File: src/rtl/branch_cmp_arbiter_if.sv
// rtl/branch_cmp_arbiter_if.sv - request/comparator/response bundle for branch_cmp_arbiter
interface branch_cmp_arbiter_if #(
  parameter int NUM_REQ = 4,
  parameter int XLEN    = 32
);
  logic [NUM_REQ-1:0]      i_req_valid;
  logic [NUM_REQ-1:0]      o_req_ready;
  logic [NUM_REQ-1:0]      i_req_is_branch;
  logic [NUM_REQ-1:0]      i_req_slt_op;
  logic [NUM_REQ-1:0]      i_req_br_signed;
  logic [3*NUM_REQ-1:0]    i_req_funct3;
  logic [XLEN*NUM_REQ-1:0] i_req_rd1;
  logic [XLEN*NUM_REQ-1:0] i_req_rd2;
  logic                    o_cmp_is_branch;
  logic                    o_cmp_slt_op;
  logic                    o_cmp_br_signed;
  logic [2:0]              o_cmp_funct3;
  logic [XLEN-1:0]         o_cmp_rd1;
  logic [XLEN-1:0]         o_cmp_rd2;
  logic                    i_cmp_slt;
  logic                    i_cmp_branch_valid;
  logic [NUM_REQ-1:0]      o_rsp_valid;
  logic [NUM_REQ-1:0]      i_rsp_ready;
  logic [NUM_REQ-1:0]      o_rsp_taken;
  logic [NUM_REQ-1:0]      o_rsp_slt;

  modport slave (
    input  i_req_valid, i_req_is_branch, i_req_slt_op, i_req_br_signed,
    input  i_req_funct3, i_req_rd1, i_req_rd2,
    input  i_cmp_slt, i_cmp_branch_valid, i_rsp_ready,
    output o_req_ready, o_cmp_is_branch, o_cmp_slt_op, o_cmp_br_signed,
    output o_cmp_funct3, o_cmp_rd1, o_cmp_rd2,
    output o_rsp_valid, o_rsp_taken, o_rsp_slt
  );

  modport master (
    output i_req_valid, i_req_is_branch, i_req_slt_op, i_req_br_signed,
    output i_req_funct3, i_req_rd1, i_req_rd2,
    output i_cmp_slt, i_cmp_branch_valid, i_rsp_ready,
    input  o_req_ready, o_cmp_is_branch, o_cmp_slt_op, o_cmp_br_signed,
    input  o_cmp_funct3, o_cmp_rd1, o_cmp_rd2,
    input  o_rsp_valid, o_rsp_taken, o_rsp_slt
  );
endinterface

File: src/rtl/branch_cmp_arbiter.sv
// rtl/branch_cmp_arbiter.sv - round-robin sharing of one branch/SLT comparator
module branch_cmp_arbiter #(
  parameter int NUM_REQ = 4,
  parameter int XLEN    = 32
) (
  input  logic                  i_clk,
  input  logic                  i_rst_n,
  branch_cmp_arbiter_if.slave   bus
);
  localparam int PW = (NUM_REQ > 1) ? $clog2(NUM_REQ) : 1;

  typedef enum logic {IDLE = 1'b0, HELD = 1'b1} rsp_state_e;

  rsp_state_e         state_q [NUM_REQ];
  rsp_state_e         state_d [NUM_REQ];
  logic [PW-1:0]      rr_ptr_q;
  logic [PW-1:0]      rr_ptr_d;
  logic [NUM_REQ-1:0] taken_q;
  logic [NUM_REQ-1:0] slt_q;
  logic [NUM_REQ-1:0] rsp_valid;
  logic [NUM_REQ-1:0] eligible;
  logic [NUM_REQ-1:0] grant;

  // First eligible requester at or after ptr, wrapping modulo NUM_REQ.
  function automatic logic [NUM_REQ-1:0] rr_pick(input logic [NUM_REQ-1:0] elig,
                                                 input logic [PW-1:0] ptr);
    logic [NUM_REQ-1:0] onehot;
    logic               found;
    int                 idx;
    onehot = '0;
    found  = 1'b0;
    for (int i = 0; i < NUM_REQ; i++) begin
      idx = (int'(ptr) + i) % NUM_REQ;
      if (!found && elig[idx]) begin
        onehot[idx] = 1'b1;
        found       = 1'b1;
      end
    end
    return onehot;
  endfunction

  always_comb begin
    for (int k = 0; k < NUM_REQ; k++) begin
      rsp_valid[k] = (state_q[k] == HELD);
    end
  end

  // A held response frees its slot in the same cycle it is consumed.
  assign eligible = bus.i_req_valid & (~rsp_valid | bus.i_rsp_ready);
  assign grant    = i_rst_n ? rr_pick(eligible, rr_ptr_q) : '0;

  assign bus.o_req_ready = grant;
  assign bus.o_rsp_valid = rsp_valid;
  assign bus.o_rsp_taken = taken_q;
  assign bus.o_rsp_slt   = slt_q;

  always_comb begin
    bus.o_cmp_is_branch = 1'b0;
    bus.o_cmp_slt_op    = 1'b0;
    bus.o_cmp_br_signed = 1'b0;
    bus.o_cmp_funct3    = 3'b000;
    bus.o_cmp_rd1       = '0;
    bus.o_cmp_rd2       = '0;
    for (int k = 0; k < NUM_REQ; k++) begin
      if (grant[k]) begin
        bus.o_cmp_is_branch = bus.i_req_is_branch[k];
        bus.o_cmp_slt_op    = bus.i_req_slt_op[k];
        bus.o_cmp_br_signed = bus.i_req_br_signed[k];
        bus.o_cmp_funct3    = bus.i_req_funct3[3*k +: 3];
        bus.o_cmp_rd1       = bus.i_req_rd1[XLEN*k +: XLEN];
        bus.o_cmp_rd2       = bus.i_req_rd2[XLEN*k +: XLEN];
      end
    end
  end

  always_comb begin
    rr_ptr_d = rr_ptr_q;
    for (int k = 0; k < NUM_REQ; k++) begin
      if (grant[k]) begin
        rr_ptr_d = PW'((k + 1) % NUM_REQ);
      end
    end
  end

  always_comb begin
    for (int k = 0; k < NUM_REQ; k++) begin
      state_d[k] = state_q[k];
      case (state_q[k])
        IDLE: if (grant[k]) state_d[k] = HELD;
        HELD: if (bus.i_rsp_ready[k] && !grant[k]) state_d[k] = IDLE;
        default: state_d[k] = IDLE;
      endcase
    end
  end

  always_ff @(posedge i_clk or negedge i_rst_n) begin
    if (!i_rst_n) begin
      rr_ptr_q <= '0;
      for (int k = 0; k < NUM_REQ; k++) begin
        state_q[k] <= IDLE;
      end
    end else begin
      rr_ptr_q <= rr_ptr_d;
      for (int k = 0; k < NUM_REQ; k++) begin
        state_q[k] <= state_d[k];
      end
    end
  end

  // Result bits follow the comparator only for the requester granted this cycle.
  always_ff @(posedge i_clk or negedge i_rst_n) begin
    if (!i_rst_n) begin
      taken_q <= '0;
      slt_q   <= '0;
    end else begin
      for (int k = 0; k < NUM_REQ; k++) begin
        if (grant[k]) begin
          taken_q[k] <= bus.i_cmp_branch_valid;
          slt_q[k]   <= bus.i_cmp_slt;
        end
      end
    end
  end
endmodule
File: src/flat_wrapper.sv
// flat-port wrapper written by rule: the top's interface ports become plain ports
module branch_cmp_arbiter_flat 
#(
  parameter int NUM_REQ = 4,
  parameter int XLEN    = 32
)
  (i_clk, i_rst_n, bus_i_req_valid, bus_i_req_is_branch, bus_i_req_slt_op, bus_i_req_br_signed, bus_i_req_funct3, bus_i_req_rd1, bus_i_req_rd2, bus_i_cmp_slt, bus_i_cmp_branch_valid, bus_i_rsp_ready, bus_o_req_ready, bus_o_cmp_is_branch, bus_o_cmp_slt_op, bus_o_cmp_br_signed, bus_o_cmp_funct3, bus_o_cmp_rd1, bus_o_cmp_rd2, bus_o_rsp_valid, bus_o_rsp_taken, bus_o_rsp_slt);
  branch_cmp_arbiter_if #(.NUM_REQ(NUM_REQ), .XLEN(XLEN)) bus_i ();
  input  logic i_clk;
  input  logic i_rst_n;
  input wire logic [$bits(bus_i.i_req_valid)-1:0] bus_i_req_valid;
  input wire logic [$bits(bus_i.i_req_is_branch)-1:0] bus_i_req_is_branch;
  input wire logic [$bits(bus_i.i_req_slt_op)-1:0] bus_i_req_slt_op;
  input wire logic [$bits(bus_i.i_req_br_signed)-1:0] bus_i_req_br_signed;
  input wire logic [$bits(bus_i.i_req_funct3)-1:0] bus_i_req_funct3;
  input wire logic [$bits(bus_i.i_req_rd1)-1:0] bus_i_req_rd1;
  input wire logic [$bits(bus_i.i_req_rd2)-1:0] bus_i_req_rd2;
  input wire logic [$bits(bus_i.i_cmp_slt)-1:0] bus_i_cmp_slt;
  input wire logic [$bits(bus_i.i_cmp_branch_valid)-1:0] bus_i_cmp_branch_valid;
  input wire logic [$bits(bus_i.i_rsp_ready)-1:0] bus_i_rsp_ready;
  output wire logic [$bits(bus_i.o_req_ready)-1:0] bus_o_req_ready;
  output wire logic [$bits(bus_i.o_cmp_is_branch)-1:0] bus_o_cmp_is_branch;
  output wire logic [$bits(bus_i.o_cmp_slt_op)-1:0] bus_o_cmp_slt_op;
  output wire logic [$bits(bus_i.o_cmp_br_signed)-1:0] bus_o_cmp_br_signed;
  output wire logic [$bits(bus_i.o_cmp_funct3)-1:0] bus_o_cmp_funct3;
  output wire logic [$bits(bus_i.o_cmp_rd1)-1:0] bus_o_cmp_rd1;
  output wire logic [$bits(bus_i.o_cmp_rd2)-1:0] bus_o_cmp_rd2;
  output wire logic [$bits(bus_i.o_rsp_valid)-1:0] bus_o_rsp_valid;
  output wire logic [$bits(bus_i.o_rsp_taken)-1:0] bus_o_rsp_taken;
  output wire logic [$bits(bus_i.o_rsp_slt)-1:0] bus_o_rsp_slt;
  assign bus_i.i_req_valid = bus_i_req_valid;
  assign bus_i.i_req_is_branch = bus_i_req_is_branch;
  assign bus_i.i_req_slt_op = bus_i_req_slt_op;
  assign bus_i.i_req_br_signed = bus_i_req_br_signed;
  assign bus_i.i_req_funct3 = bus_i_req_funct3;
  assign bus_i.i_req_rd1 = bus_i_req_rd1;
  assign bus_i.i_req_rd2 = bus_i_req_rd2;
  assign bus_i.i_cmp_slt = bus_i_cmp_slt;
  assign bus_i.i_cmp_branch_valid = bus_i_cmp_branch_valid;
  assign bus_i.i_rsp_ready = bus_i_rsp_ready;
  assign bus_o_req_ready = bus_i.o_req_ready;
  assign bus_o_cmp_is_branch = bus_i.o_cmp_is_branch;
  assign bus_o_cmp_slt_op = bus_i.o_cmp_slt_op;
  assign bus_o_cmp_br_signed = bus_i.o_cmp_br_signed;
  assign bus_o_cmp_funct3 = bus_i.o_cmp_funct3;
  assign bus_o_cmp_rd1 = bus_i.o_cmp_rd1;
  assign bus_o_cmp_rd2 = bus_i.o_cmp_rd2;
  assign bus_o_rsp_valid = bus_i.o_rsp_valid;
  assign bus_o_rsp_taken = bus_i.o_rsp_taken;
  assign bus_o_rsp_slt = bus_i.o_rsp_slt;
  branch_cmp_arbiter #(.NUM_REQ(NUM_REQ), .XLEN(XLEN)) u_core (.i_clk(i_clk), .i_rst_n(i_rst_n), .bus(bus_i));
endmodule
File: config.mk
export PLATFORM = sky130hd
export DESIGN_NAME = branch_cmp_arbiter_flat
export DESIGN_NICKNAME = d
export VERILOG_FILES = /design/src/rtl/branch_cmp_arbiter_if.sv /design/src/rtl/branch_cmp_arbiter.sv /design/src/flat_wrapper.sv
export SDC_FILE = /design/constraint.sdc
export NUM_CORES = 1
export LEC_CHECK = 0
export ABC_AREA = 1
export BUFFER_PORTS_ARGS = -buffer_cell sky130_fd_sc_hd__buf_2
export CORE_AREA = 2 2 148 150
export CTS_CLUSTER_DIAMETER = 120
export CTS_CLUSTER_SIZE = 24
export DETAILED_ROUTE_END_ITERATION = 8
export DIE_AREA = 0 0 150 152
export GPL_TIMING_DRIVEN = 0
export PLACE_DENSITY = 0.58
export REMOVE_ABC_BUFFERS = 1
export SYNTH_ARGS = -nofsm -noshare
export SYNTH_HDL_FRONTEND = slang
export SYNTH_SLANG_ARGS = --single-unit
File: constraint.sdc
create_clock -name i_clk -period 2.3 [get_ports i_clk]
set_input_delay 0.46 -clock i_clk [delete_from_list [all_inputs] [get_ports i_clk]]
set_output_delay 0.46 -clock i_clk [all_outputs]
set_load 0.01 [all_outputs]
After elaboration in Yosys (flattened, before gate mapping)
Index checks and enable logic that the tools add are counted.

Register bits after elaboration: 14. Latch bits: 0. Memory bits (writable): 0. ROM bits: 0. Bits of input ports: 292. Output and inout bits: 86. Logic and storage cells: 126. Memories kept: 0.

Add/sub/neg operators: 3. $mul: 0. Div/mod/pow operators: 0. Order comparisons: 8. Equal/unequal tests: 0. Shift operators: 0. Muxes and demuxes: 67. Bitwise operators: 13. Reductions and logical operators: 22.

Operator list (number): two-way mux 32 bit (8); two-way mux 1 bit (34); two-way mux 4 bit (5); OR 4 bit (4); less-than comparator 3 x 4 -> 1 bit (second input constant) (3); two-way mux 3 bit (4); logical AND 1 bit (11); greater-or-equal comparator 3 x 1 -> 1 bit (second input constant) (3); binary-select mux 1 bit (select 2 bit) (4); demux 1 bit (select 2 bit) (4); two-way mux 2 bit (4); case mux 1 bit (2 select lines) (4); zero test 1 bit (7); OR reduction 2 bit (3); adder 2 bit (second input constant) (2); AND 4 bit (1); inverter 1 bit (4); inverter 4 bit (1); nonzero test 4 bit (1); AND 1 bit (first input constant) (3); less-than comparator 2 x 3 -> 1 bit (second input constant) (1); adder 2 x 1 -> 2 bit (second input constant) (1); greater-or-equal comparator 2 x 1 -> 1 bit (second input constant) (1).

Longest topological paths before layout
Depth after elaboration: 20. Mapped depth: 17. Gate-level depth less buffers: 16.

Worst setup path before layout
No wires, ideal clock.

Kind: register -> output. From: register u_core.rr_ptr_q[0]. To: output port bus_o_cmp_rd1[10]. Arrival time: 2.136 ns. Required time: 1.840 ns. Setup slack: -0.296 ns. Stages on the path, launching flop included: 17. Buffers on the path: 2. Cell sequence: dfrtp_1 -> inv_2 -> ha_1 -> inv_1 -> nand2_1 -> nand2_2 -> nor2_4 -> nand3_1 -> nand3b_1 -> nand2_1 -> buf_2 -> buf_2 -> nand2_1 -> inv_1 -> nand2_1 -> nor2_1 -> nor2_1.

Longest elaborated chain between the ends: 18. Elaborated cells on any way between the ends: 61. Classes of those cells: add/sub (3); order compare (8); mux (31); bitwise (6); reduce/logical (13).

Ends and longest elaborated chain: from (decl) (line branch_cmp_arbiter.sv:16) `logic [PW-1:0] rr_ptr_q;`; from (signal assigned) (line branch_cmp_arbiter.sv:103) `rr_ptr_q <= rr_ptr_d;`; adder 2 x 1 -> 2 bit (line branch_cmp_arbiter.sv:33) `idx = (int'(ptr) + i) % NUM_REQ;`; OR reduction 2 bit (no source line); AND 1 bit (no source line); less-than comparator 3 x 4 -> 1 bit (implied by the code) / greater-or-equal comparator 3 x 1 -> 1 bit (equally long branches) (line branch_cmp_arbiter.sv:35) `onehot[idx] = 1'b1;`; logical AND 1 bit (implied by the code) (line branch_cmp_arbiter.sv:35); two-way mux 1 bit (implied by the code) (line branch_cmp_arbiter.sv:35); demux 1 bit (select 2 bit); OR 4 bit (no source line); two-way mux 4 bit (line branch_cmp_arbiter.sv:34) `if (!found && elig[idx]) begin`; OR 4 bit (no source line); two-way mux 4 bit (line branch_cmp_arbiter.sv:34); OR 4 bit (no source line); two-way mux 4 bit * (line branch_cmp_arbiter.sv:34); two-way mux 4 bit * (line branch_cmp_arbiter.sv:50) `assign grant = i_rst_n ? rr_pick(eligible, rr_ptr_q) : '0;`; two-way mux 32 bit (3 in a row) (line branch_cmp_arbiter.sv:65) `if (grant[k]) begin`; two-way mux 32 bit * (line branch_cmp_arbiter.sv:65); to (decl) (line flat_wrapper.sv:26) `output wire logic [$bits(bus_i.o_cmp_rd1)-1:0] bus_o_cmp_rd1;`.

Every way passes the cells marked *; elsewhere a longest branch is shown, timed or not. The select of a mux whose other input is x is not followed.

Worst setup path in the final report
From: register u_core.rr_ptr_q[0]. To: output port bus_o_cmp_rd1[30].

Same word-level chain as after synthesis.

==> results.toml <==
[placement]
dp_hpwl_um = 13500
portBuffers = 377
dp_worst_setup_slack_ns = -2.21
gp_congestion = 0.827
dp.cells = 1487

[floorplan]
start_util_pct = 20.1
ios = 378
fp-row-count = 54
dieArea_mm2 = 0.0228
coreArea_mm2 = 0.0214
die_y_um = 152
dieWidth_um = 150

[sta]
hold_viol = 0
setup_violations = 78
fin_skew_ns = 0.00378
fin_hold_ws_ns = 0.334
relSlewSlack_pct = 35.7
period_needed_ns = 3.16
fmax_mhz = 316
post-route-period-util_pct = 137
setup_ws_ns = -0.860
rsz0062_at_grt = "true"
worst_pin_slew_ns = 0.964
finalMaxSlewViolations = 0

[cts]
cts_tree = "built"
clock_latency_ns = 0.25
clkTransAtPathRegs_ns = 0.05
cts_root_buf = "clkbuf_16"
cts_buffer_depth = 2
hold_buffers = 0
cts_buffers = 3
cts_sinks = 14
htreeDepth = 1

[global_routing]
grt_pass1_vias = 6876
overflow = 0
antenna_found_initial = 0
grt_pass1_wl_um = 39400
grt_use_total_pct = 22.3
grt_max_degree = 129

[layout]
nNetsFinal = 1612
syn2layout_area_growth_pct = 99.3
utilization_pct = 40.1
diodes = 0
final_cell_mix = "buf_2 (374), nor2_1 (242), nand2_1 (143)"
layout-drive-gt1-share_pct = 47.4
fin_cells = 1591
final_common_cell = "buf_2"

[route]
dr.first_iter.drc_count = 578
ant_nets = 0
vias = 7618
vias_per_cell = 4.79
wl_per_cell_um = 18.7
first_pass_iters = 5
route.detailed.drc = 0
wirelength_um = 29700

[flow_run]
maxCapViolations = 0

[power_and_ir_drop]
netSwitchingPower_w = 0.00995
vdd_drop_max_mv = 0.848
seq_power_share_pct = 2.5
finalPower_w = 0.0172
p_int_w = 0.00726
p_per_area_mw_per_mm2 = 2010
clockPowerShare_pct = 2.2
netSwitchingFraction_pct = 57.8
power_frac_comb_pct = 95.4
leakagePower_nw = 4.89

[setup_path]
path_max_fanout = 70
end_kind = "output pin"
arrival_ns = 2.70
critPathRequiredTime_ns = 1.84
start_kind = "flop"
critPathKind = "reg2out"

[yosys]
ys_ff_latch = 14
ys_warn_count = 0
synthCells = 899
synth_compound_area_share_pct = 1.31
synthMuxAreaShare_pct = 0
syn-cell-area_mm2 = 0.00430
yosys.area_share.simple_pct = 71.8
synth_top_family_by_area = "simple AND/OR/NAND/NOR gates"
synth.distinct_cells = 21
ys_seq_area_share_pct = 8.15
synthAdderAreaFrac_pct = 2.33
avgSynthCellArea_um2 = 4.78
synthXorXnorAreaFrac_pct = 0

[hold_path]
hold_path.class = "in2async"

[run_status]
status = "finished with violations"
violations = "setup timing"
## area by class of cell
class,instances,area [um^2]
fill,2316,12800
clock buffer,4,88.8
inverter,87,364
tap,280,350
multi-input combinational,747,4200
timing repair buffer,459,3210
sequential,14,353
## synth_stat cells (all sizes together)
| cell | count | area (um^2) |
|---|---|---|
| nor2 | 282 | 1070 |
| nand2 | 184 | 713 |
| nand3 | 166 | 851 |
| inv | 87 | 327 |
| nand4 | 71 | 444 |
| buf | 45 | 267 |
| clkbuf | 30 | 113 |
| dfrtp | 14 | 350 |
| o21ai | 9 | 45.0 |
| ha | 8 | 100 |
| a21oi | 1 | 5.00 |
| a31oi | 1 | 6.26 |
| nand3b | 1 | 7.51 |
## worst paths after layout
path | depth (start not counted) | slack (ns) | startpoint | end
max | 16 | -0.86 | u_core.rr_ptr_q[0] | bus_o_cmp_rd1[30]
min | 1 | 0.33 | i_rst_n | u_core.bus.o_rsp_valid[0]
max reg2reg | 17 | -0.10 | u_core.rr_ptr_q[0] | u_core.bus.o_rsp_slt[1]
min reg2reg | 2 | 0.48 | u_core.bus.o_rsp_taken[1] | u_core.bus.o_rsp_taken[1]
max in group asynchronous | 1 | 1.30 | i_rst_n | u_core.rr_ptr_q[1]
min in group i_clk | 2 | 0.48 | u_core.bus.o_rsp_taken[1] | u_core.bus.o_rsp_taken[1]
## power by group through the flow
stage               logic (W)  registers (W)  clock network (W)
floorplan             0.00542       0.000478                  0
global placement      0.00646       0.000446                  0
detailed placement    0.00927       0.000448                  0
CTS                    0.0143       0.000421           0.000381
global route           0.0176       0.000436           0.000394
finish                 0.0164       0.000425           0.000373
## cells by family after synthesis
kind of cell               after synthesis
and+or+nand+nor                        704
buffers and inverters                  162
DFF                                     14
AOI/OAI and AO/OA                       11
adders and majority gates                8
## per-stage QoR
| step | area [um^2] | TNS (ns) |
|---|---|---|
| detailed placement | 6310 | -148.48 |
| finish | 8560 | -58.42 |
| CTS | 7770 | -52.99 |
| floorplan | 3920 | -176.13 |
| global route | 8560 | -68.51 |
| global placement | 6150 | -594.13 |
## flip-flops by register name, indices dropped and copies added (netlist names)
register,cells
u_core.rr_ptr_q,2
u_core.bus.o_rsp_slt,4
u_core.bus.o_rsp_valid,4
u_core.bus.o_rsp_taken,4
## worst max-delay path: stages (launching register included)
cell       delay [ns]
dfrtp_2          0.43
buf_6            0.15
nand3_2          0.10
nand2_2          0.08
nand2_2          0.08
nand2_4          0.08
nor2_4           0.18
buf_12           0.15
nand3_4          0.06
nand3_4          0.16
buf_12           0.15
clkinv_16        0.11
nand4_1          0.18
nand2_2          0.10
nor2_2           0.13
nor2_1           0.05
buf_2            0.13
## routing by layer
metal / GRT usage, % / up-vias / wire, um
met3: 2.67 / 38 / 2000
met1: 28.1 / 3487 / 12400
li1: - / 3734 / -
met2: 40.2 / 359 / 14700
met5: 0 / - / 0
met4: 5.26 / 0 / 616
## repair_timing
| item | 4_1_cts | 5_1_grt |
|---|---|---|
| buffers inserted | 43 | 21 |
| gates cloned | 27 | 13 |
| endpoints found under the setup margin | 88 | 85 |
| resized for setup | 94 | 131 |
| pin swaps | 33 | 67 |
Note: power is estimated with default switching activity, not from simulation.
